## src/rtl/conv_arbiter_pkg.sv

```systemverilog
// conv_arbiter_pkg: shared widths, conversion-mode encoding and state types
// for the two-requester conversion arbiter.
`default_nettype none

package conv_arbiter_pkg;

    localparam int IN_W_DEF    = 8;
    localparam int EXT_W_DEF   = 16;
    localparam int TRUNC_W_DEF = 4;

    typedef enum logic {
        EXTEND = 1'b0,
        TRUNC  = 1'b1
    } conv_mode_e;

    typedef enum logic {
        EMPTY = 1'b0,
        FULL  = 1'b1
    } out_state_e;

    typedef enum logic {
        PTR_A = 1'b0,
        PTR_B = 1'b1
    } rr_ptr_e;

endpackage : conv_arbiter_pkg

`default_nettype wire

```

## src/rtl/int_convert.sv

```systemverilog
// int_convert: combinational operand converter, sign-extends IN_W to EXT_W
// or keeps only the low TRUNC_W bits with the rest zeroed.
`default_nettype none

module int_convert
    import conv_arbiter_pkg::*;
#(
    parameter int IN_W    = IN_W_DEF,
    parameter int EXT_W   = EXT_W_DEF,
    parameter int TRUNC_W = TRUNC_W_DEF
) (
    input  logic [IN_W-1:0]  operand,
    input  conv_mode_e       mode,
    output logic [EXT_W-1:0] result
);

    logic [EXT_W-1:0] extended;
    logic [EXT_W-1:0] truncated;

    // Bit-by-bit construction keeps every width combination legal,
    // including EXT_W == IN_W where a replication count would be zero.
    for (genvar g = 0; g < EXT_W; g++) begin : g_bits
        if (g < IN_W) begin : g_ext_low
            assign extended[g] = operand[g];
        end else begin : g_ext_high
            assign extended[g] = operand[IN_W-1];
        end

        if (g < TRUNC_W) begin : g_trunc_low
            assign truncated[g] = operand[g];
        end else begin : g_trunc_high
            assign truncated[g] = 1'b0;
        end
    end

    always_comb begin
        result = extended;
        if (mode == TRUNC) begin
            result = truncated;
        end
    end

endmodule : int_convert

`default_nettype wire

```

## src/rtl/conv_arbiter.sv

```systemverilog
// conv_arbiter: round-robin arbitration of two requesters onto one shared
// converter, with a one-entry result register and saturating grant counters.
`default_nettype none

module conv_arbiter
    import conv_arbiter_pkg::*;
#(
    parameter int IN_W    = IN_W_DEF,
    parameter int EXT_W   = EXT_W_DEF,
    parameter int TRUNC_W = TRUNC_W_DEF
) (
    input  logic             _i_clk,
    input  logic             _i_rst_n,
    input  logic             _i_a_valid,
    input  logic             _i_b_valid,
    input  logic [IN_W-1:0]  _i_a_data,
    input  logic [IN_W-1:0]  _i_b_data,
    input  logic             _i_a_trunc,
    input  logic             _i_b_trunc,
    output logic             a_ready,
    output logic             b_ready,
    output logic             out_valid,
    output logic [EXT_W-1:0] out_data,
    output logic             out_id,
    input  logic             _i_out_ready,
    output logic [7:0]       grant_cnt_a,
    output logic [7:0]       grant_cnt_b
);

    out_state_e       state;
    out_state_e       state_next;
    rr_ptr_e          ptr;
    logic             slot_free;
    logic             grant_a;
    logic             grant_b;
    logic             grant_any;
    logic [IN_W-1:0]  conv_operand;
    conv_mode_e       conv_mode;
    logic [EXT_W-1:0] conv_result;

    assign slot_free = (state == EMPTY) || _i_out_ready;

    // Grants use only valids, the slot status and the pointer, never data.
    // The reset term keeps both readys low while reset is held.
    always_comb begin
        grant_a = 1'b0;
        grant_b = 1'b0;
        if (_i_rst_n && slot_free) begin
            if (_i_a_valid && _i_b_valid) begin
                grant_a = (ptr == PTR_A);
                grant_b = (ptr == PTR_B);
            end else begin
                grant_a = _i_a_valid;
                grant_b = _i_b_valid;
            end
        end
    end

    assign grant_any = grant_a || grant_b;
    assign a_ready   = grant_a;
    assign b_ready   = grant_b;

    // Shared converter input follows whichever side is granted.
    always_comb begin
        conv_operand = _i_a_data;
        conv_mode    = conv_mode_e'(_i_a_trunc);
        if (grant_b) begin
            conv_operand = _i_b_data;
            conv_mode    = conv_mode_e'(_i_b_trunc);
        end
    end

    int_convert #(
        .IN_W    (IN_W),
        .EXT_W   (EXT_W),
        .TRUNC_W (TRUNC_W)
    ) u_int_convert (
        .operand (conv_operand),
        .mode    (conv_mode),
        .result  (conv_result)
    );

    always_ff @(posedge _i_clk or negedge _i_rst_n) begin
        if (!_i_rst_n) begin
            state <= EMPTY;
        end else begin
            state <= state_next;
        end
    end

    always_comb begin
        state_next = state;
        case (state)
            EMPTY: begin
                if (grant_any) begin
                    state_next = FULL;
                end
            end
            FULL: begin
                if (_i_out_ready && !grant_any) begin
                    state_next = EMPTY;
                end
            end
            default: state_next = EMPTY;
        endcase
    end

    assign out_valid = (state == FULL);

    // The result register only loads on a grant, so a stalled result holds.
    always_ff @(posedge _i_clk or negedge _i_rst_n) begin
        if (!_i_rst_n) begin
            out_data <= '0;
            out_id   <= 1'b0;
            ptr      <= PTR_A;
        end else if (grant_any) begin
            out_data <= conv_result;
            out_id   <= grant_b;
            ptr      <= grant_a ? PTR_B : PTR_A;
        end
    end

    always_ff @(posedge _i_clk or negedge _i_rst_n) begin
        if (!_i_rst_n) begin
            grant_cnt_a <= 8'h00;
            grant_cnt_b <= 8'h00;
        end else begin
            if (grant_a && (grant_cnt_a != 8'hFF)) begin
                grant_cnt_a <= grant_cnt_a + 8'd1;
            end
            if (grant_b && (grant_cnt_b != 8'hFF)) begin
                grant_cnt_b <= grant_cnt_b + 8'd1;
            end
        end
    end

endmodule : conv_arbiter

`default_nettype wire
```

## config.mk

```make
export PLATFORM = sky130hd
export DESIGN_NAME = conv_arbiter
export DESIGN_NICKNAME = d
export VERILOG_FILES = /design/src/rtl/conv_arbiter_pkg.sv /design/src/rtl/int_convert.sv /design/src/rtl/conv_arbiter.sv
export SDC_FILE = /design/constraint.sdc
export NUM_CORES = 1
export LEC_CHECK = 0
export ABC_CLOCK_PERIOD_IN_PS = 1500
export CAP_MARGIN = 20
export CORE_MARGIN = 2
export CORE_UTILIZATION = 41
export CTS_CLUSTER_SIZE = 28
export DETAILED_ROUTE_END_ITERATION = 10
export GPL_TIMING_DRIVEN = 1
export PLACE_DENSITY = 0.75
export SLEW_MARGIN = 15
export SYNTH_ARGS = -nofsm -noshare
export SYNTH_HDL_FRONTEND = slang
export SYNTH_SLANG_ARGS = --single-unit
```

## constraint.sdc

```tcl
create_clock -name _i_clk -period 1.5 [get_ports _i_clk]
set_input_delay 0.15 -clock _i_clk [delete_from_list [all_inputs] [get_ports _i_clk]]
set_output_delay 0.15 -clock _i_clk [all_outputs]
set_load 0.05 [all_outputs]
```

==> impl_metrics.py, run 1 <==
metrics = {
    "run_status": {
        "status": "finished with violations",
        "violations": "negative setup slack",
    },
    "pwr": {
        "p_total_mw": 3.46,
        "leakagePower_nw": 1.16,
        "comb_power_share": 0.581,
        "vdd_drop_max_mv": 1.04,
        "swShare": 0.471,
        "powerDensity_nw_per_um2": 1420,
        "p_switching_mw": 1.63,
        "clkPwrFrac": 0.090,
        "power_frac_seq": 0.329,
        "p_int_mw": 1.83,
    },
    "drt": {
        "wirelength_um": 4050,
        "routedWlPerCell_um": 15.6,
        "avgViaCountPerCell": 5.15,
        "drtAntennaViolNets": 0,
        "drc_errors": 0,
        "drtIter0Drc": 102,
        "via_count": 1335,
        "first_pass_iters": 4,
    },
    "cts": {
        "clkSlewWorstSetupHoldPaths_ns": 0.14,
        "cts.htree.levels": 1,
        "cts_tree": "built",
        "root_buffer": "clkbuf_4",
        "cts_buffers": 3,
        "cts.sink_count": 27,
        "clk_latency_ns": 0.32,
        "clock_path_buffers": 2,
        "holdBufCountCts": 0,
    },
    "finish": {
        "fin_cells": 259,
        "nets": 239,
        "syn_to_final_growth_pct": 64.6,
        "drive_above_1_share": 0.484,
        "final_common_cell": "buf_4",
        "final_cell_mix": "50 x buf_4, 22 x clkdlybuf4s50_1, 18 x nand2_1, 14 x dfrtp_1",
        "n_antenna_cell": 0,
    },
    "yosys": {
        "synth-seq-cells": 27,
        "synth_edf_count": 0,
        "synthCells": 131,
        "ys_seq_area_frac": 0.456,
        "synth_top_area_frac": 0.456,
        "synth-main-ff-cell": "dfrtp_1",
        "syn_area_per_cell_sq_um": 11.3,
        "synthTopCellsByArea": "dfrtp_1 46%, mux2i_1 6.1%, xor2_1 4.7%",
        "async_reset_ff_frac": 1.00,
        "synth_top_cell_by_area": "dfrtp_1",
        "ys_warn_count": 0,
        "synth.distinct_cells": 36,
        "synth_fp_nets": 156,
        "syn_area_sq_um": 1480,
    },
    "global_route": {
        "grt_antenna_before_repair": 0,
        "grt_max_degree": 21,
        "grt_usage": 0.196,
        "grt_first_pass_wirelength_um": 6290,
        "gr-total-overflow": 0,
        "grt_pass1_vias": 1337,
    },
    "place": {
        "dp_cells": 249,
        "globalplace.congestion": 0.788,
        "portBuffers": 58,
        "dp_hpwl_um": 3030,
    },
    "critical_path": {
        "worstPathMaxFanout": 3,
        "slowest_stage": "clkdlybuf4s50_1",
        "crit_family": "buffers and inverters",
        "critPathCaptureType": "output port",
        "crit_chain": "clkdlybuf4s50_1 > a21boi_2 > and3_4 > buf_6 > buf_12",
        "cp.depth": 5,
        "required_ns": 1.35,
        "cp_slowest_stage_delay_ns": 0.56,
        "start_kind": "input port",
        "worstPathArrival_ns": 1.39,
        "r2r_cells": 5,
        "crit_type": "input port to output port",
        "path_buf_inv": 3,
    },
    "timing": {
        "fmax_mhz": 650,
        "hold_slack_ns": 0.264,
        "period_share": 1.03,
        "grt_setup_unrepaired": "true",
        "worst_slew_pin_slew_ns": 0.324,
        "finClkSkew_ns": 0.00791,
        "hold_viol": 0,
        "setup_viol": 2,
        "fin_crit_ns": 1.54,
        "maxSlewHeadroom": 0.784,
        "slew_violations": 0,
        "worst_slack_ns": -0.0377,
    },
    "die": {
        "dieWidth_um": 64.1,
        "die_area_sq_um": 4110,
        "die_y_um": 64.1,
        "core_sq_um": 3420,
        "row_count": 21,
        "io_pins": 59,
        "initial_core_util": 0.434,
    },
    "job": {
        "drv_cap": 0,
    },
    "worst_hold_path": {
        "min_path_type": "input port to asynchronous set/reset pin",
    },
}
power groups by stage:
| stage | logic, mW | clock network, mW | registers [mW] |
|---|---|---|---|
| global route | 2.09 | 0.357 | 1.16 |
| floorplan | 0.655 | 0 | 1.71 |
| detailed placement | 1.94 | 0 | 1.13 |
| finish | 2.01 | 0.312 | 1.14 |
| CTS | 1.95 | 0.326 | 1.12 |
| global placement | 1.89 | 0 | 1.11 |
through the flow:
step	cell area (sq um)	util	TNS (ns)	setup slack, ns
6_report	2440	0.714	-0.0533	-0.0377
5_1_grt	2440	0.714	-0.166	-0.0701
4_1_cts	2360	0.691	-0.00690	-0.00690
3_5_place_dp	2320	0.678	-4.23	-0.241
3_3_place_gp	2320	0.678	-3.20	-0.195
2_1_floorplan	1520	-	-0.215	-0.0997
layer usage:
layer  vias to the layer above  GRT usage  part of all wire
met3                        12     0.0335             0.051
met4                         0     0.0771             0.027
met2                        41      0.339              0.51
li1                        619          -                 -
met1                       663      0.244              0.41
met5                         -          0                 0
what timing repair did:
item	CTS	global route
setup endpoints to repair	2	18
setup buffers	3	4
resized for setup	1	10
pin swaps	3	11
logic make-up after synthesis:
logic type,count (synthesis),share of synthesized area
adders and majority gates,2,0.0169
DFF,27,0.456
buffers and inverters,14,0.0794
muxes,13,0.0937
AOI/OAI and AO/OA,24,0.142
xor gates and xnor gates,8,0.0473
and+or+nand+nor,43,0.165
flip-flops by register name (all words and copies together), names as in the netlist:
signal,cells
out_data,8
grant_cnt_a,8
grant_cnt_b,8
out_valid,1
out_id,1
ptr,1
final timing paths:
path	from	end	slack [ns]
setup / recovery	_i_b_valid	a_ready	-0.04
hold / removal	_i_rst_n	ptr$_DFFE_PN0P_	0.26
setup reg to reg	ptr$_DFFE_PN0P_	grant_cnt_a[1]$_DFFE_PN0P_	0
hold reg to reg	out_id$_DFFE_PN0P_	out_id$_DFFE_PN0P_	0.49
max in group asynchronous	_i_rst_n	grant_cnt_b[4]$_DFFE_PN0P_	0.92
min in group _i_clk	_i_b_data[6]	out_data[6]$_DFFE_PN0P_	0.45
Yosys cell counts, types with 2 or more instances:
library cell / count
a21boi_2: 2
ha_1: 2
nand3_1: 3
o21ai_0: 4
xor2_1: 8
dfrtp_1: 27
and3_1: 3
buf_4: 8
a21oi_1: 2
nand2b_4: 2
mux2i_1: 9
o21ai_1: 5
mux2_1: 3
nor3_1: 3
nand4_1: 5
nand2_1: 18
a2111oi_4: 2
nor2_1: 5
a41oi_1: 2
inv_1: 2
layout make-up:
| class | count | area (sq um) |
|---|---|---|
| Sequential cell | 27 | 692 |
| Timing Repair Buffer | 89 | 905 |
| Tap cell | 46 | 57.6 |
| Clock buffer | 4 | 26.3 |
| Fill cell | 252 | 977 |
| Inverter | 3 | 18.8 |
| Multi-Input combinational cell | 90 | 739 |
(Power assumes the default switching activity.)
==> run 2: changes to the inputs <==
--- a/config.mk
+++ b/config.mk
@@ -17,3 +17,4 @@
 export SYNTH_ARGS = -nofsm -noshare
 export SYNTH_HDL_FRONTEND = slang
 export SYNTH_SLANG_ARGS = --single-unit
+export TNS_END_PERCENT = 1
==> run 2 against run 1 <==
  * The run still ends with negative setup slack left
  * Cell area decreased by 1.6%
  * Worst setup slack gained 0.031 ns
  * Total power down 0.50%
  * Final cell count shrank 1.5%
  * Fmax up 2.0%
  * Worst hold slack lost 0.034 ns
  * Clock-buffer cell count unchanged
  * Clock power grew 2%
  * Combinational power about the same
  * Via count shrank 3.8%
  * Critical endpoint unchanged
  * Largest cell class unchanged
  * Highest routed layer unchanged
==> impl_metrics.py, run 2 (synthesis gave the netlist of run 1 again) <==
metrics = {
    "run_status": {
        "status": "finished with violations",
        "violations": "negative setup slack",
    },
    "critical_path": {
        "cp_slowest_stage_delay_ns": 0.44,
        "worstPathMaxFanout": 3,
        "required_ns": 1.35,
        "r2r_end": "grant_cnt_b[7]$_DFFE_PN0P_",
        "slowest_stage": "dfrtp_1",
        "crit_type": "flip-flop to output port",
        "timing.rr.start": "ptr$_DFFE_PN0P_",
        "start_kind": "flip-flop",
        "worstPathArrival_ns": 1.36,
        "reg2reg_slack_ns": 0.05,
        "crit_chain": "a21boi_2 > and3_4 > buf_6 > buf_12",
        "critPathCaptureType": "output port",
        "r2r_cells": 5,
    },
    "timing": {
        "setup_viol": 1,
        "grt_setup_unrepaired": "true",
        "fmax_mhz": 664,
        "fin_crit_ns": 1.51,
        "worst_slew_pin_slew_ns": 0.301,
        "period_share": 1.00,
        "hold_viol": 0,
        "maxSlewHeadroom": 0.798,
        "finClkSkew_ns": 0.00775,
        "hold_slack_ns": 0.230,
        "worst_slack_ns": -0.00695,
        "fin_setup_tns_ns": -0.00695,
        "slew_violations": 0,
    },
    "place": {
        "post-place-ws_ns": -0.208,
        "dp_hpwl_um": 3070,
        "dp_cells": 250,
        "globalplace.congestion": 0.863,
        "dpl_cell_area_sq_um": 2330,
        "portBuffers": 58,
    },
    "pwr": {
        "vdd_drop_max_mv": 0.889,
        "p_total_mw": 3.44,
        "powerDensity_nw_per_um2": 1430,
        "leakagePower_nw": 1.13,
    },
    "drt": {
        "routedWlPerCell_um": 14.9,
        "via_count": 1284,
        "drc_errors": 0,
        "avgViaCountPerCell": 5.04,
        "wirelength_um": 3810,
        "first_pass_iters": 4,
        "drtAntennaViolNets": 0,
        "drtIter0Drc": 76,
    },
    "finish": {
        "register_area_sq_um": 692,
        "final_common_cell": "buf_4",
        "nets": 235,
        "n_antenna_cell": 0,
        "fin_util": 0.702,
        "final_cell_mix": "47 x buf_4, 22 x clkdlybuf4s50_1, 18 x nand2_1, 14 x dfrtp_1, 14 x buf_12",
        "syn_to_final_growth_pct": 61.9,
        "nFillCells": 244,
        "drive_above_1_share": 0.474,
        "top_regs": "grant_cnt_a x8, grant_cnt_b x8, out_data x8",
        "multi_input_area_sq_um": 731,
        "fin_cells": 255,
        "fin_area_sq_um": 2400,
    },
    "die": {
        "dieWidth_um": 64.1,
        "core_sq_um": 3420,
        "initial_core_util": 0.434,
        "row_count": 21,
        "die_area_sq_um": 4110,
        "io_pins": 59,
        "die_y_um": 64.1,
    },
    "global_route": {
        "grt_antenna_before_repair": 0,
        "grt_first_pass_wirelength_um": 6240,
        "grt_max_degree": 21,
        "gr-total-overflow": 0,
        "grt_pass1_vias": 1320,
        "grt_usage": 0.196,
    },
    "cts": {
        "cts.htree.levels": 1,
        "holdBufCountCts": 0,
        "clkSlewWorstSetupHoldPaths_ns": 0.15,
        "cts_buffers": 3,
        "clock_path_buffers": 2,
        "clk_latency_ns": 0.33,
        "cts.sink_count": 27,
        "cts_tree": "built",
        "root_buffer": "clkbuf_4",
    },
    "job": {
        "drv_cap": 0,
    },
    "worst_hold_path": {
        "min_path_type": "input port to asynchronous set/reset pin",
    },
}
-- run 2: worst max-delay path by stage --
stage / startpoint / to / slack [ns] / cells after the start
2_1_floorplan: out_valid$_DFF_PN0_ / grant_cnt_a[1]$_DFFE_PN0P_ / -0.10 / 4
3_3_place_gp: _i_a_valid / grant_cnt_b[4]$_DFFE_PN0P_ / -0.17 / 7
3_5_place_dp: _i_a_valid / grant_cnt_b[1]$_DFFE_PN0P_ / -0.21 / 6
4_1_cts: ptr$_DFFE_PN0P_ / a_ready / -0.01 / 4
5_1_grt: ptr$_DFFE_PN0P_ / a_ready / -0.09 / 4
6_report: ptr$_DFFE_PN0P_ / a_ready / -0.007 / 4
-- run 2: timing repair --
| item | in CTS | in global routing |
|---|---|---|
| setup endpoints to repair | 2 | 17 |
| pin swaps | 2 | 2 |
| resized for setup | 2 | 7 |
| setup buffers | 2 | 0 |
| hold endpoints to repair | 0 | 0 |
-- run 2: cell type report --
type                            instances  area share
Tap cell                               46      0.0240
Multi-Input combinational cell         90       0.305
Sequential cell                        27       0.288
Clock buffer                            4      0.0110
Inverter                                3     0.00678
Timing Repair Buffer                   85       0.365
-- run 2: critical path: cells and delay by family (launching register included) --
family	cells	cell delay [ns]
AOI/OAI and AO/OA	1	0.15
DFF	1	0.44
buffers and inverters	2	0.22
and+or+nand+nor	1	0.20
-- run 2: where the power goes --
group          switching, mW  internal, mW  leakage [nW]  total (mW)
clock                  0.214         0.104        0.0150       0.319
sequential             0.160         0.917         0.322        1.08
combinational           1.23         0.811         0.797        2.04
-- run 2: layer usage --
metal	up-vias	share of wire	global-route usage
met3	10	0.035	0.0299
met5	-	0	0
met4	0	0.030	0.101
met2	34	0.57	0.353
met1	627	0.37	0.222
li1	613	-	-
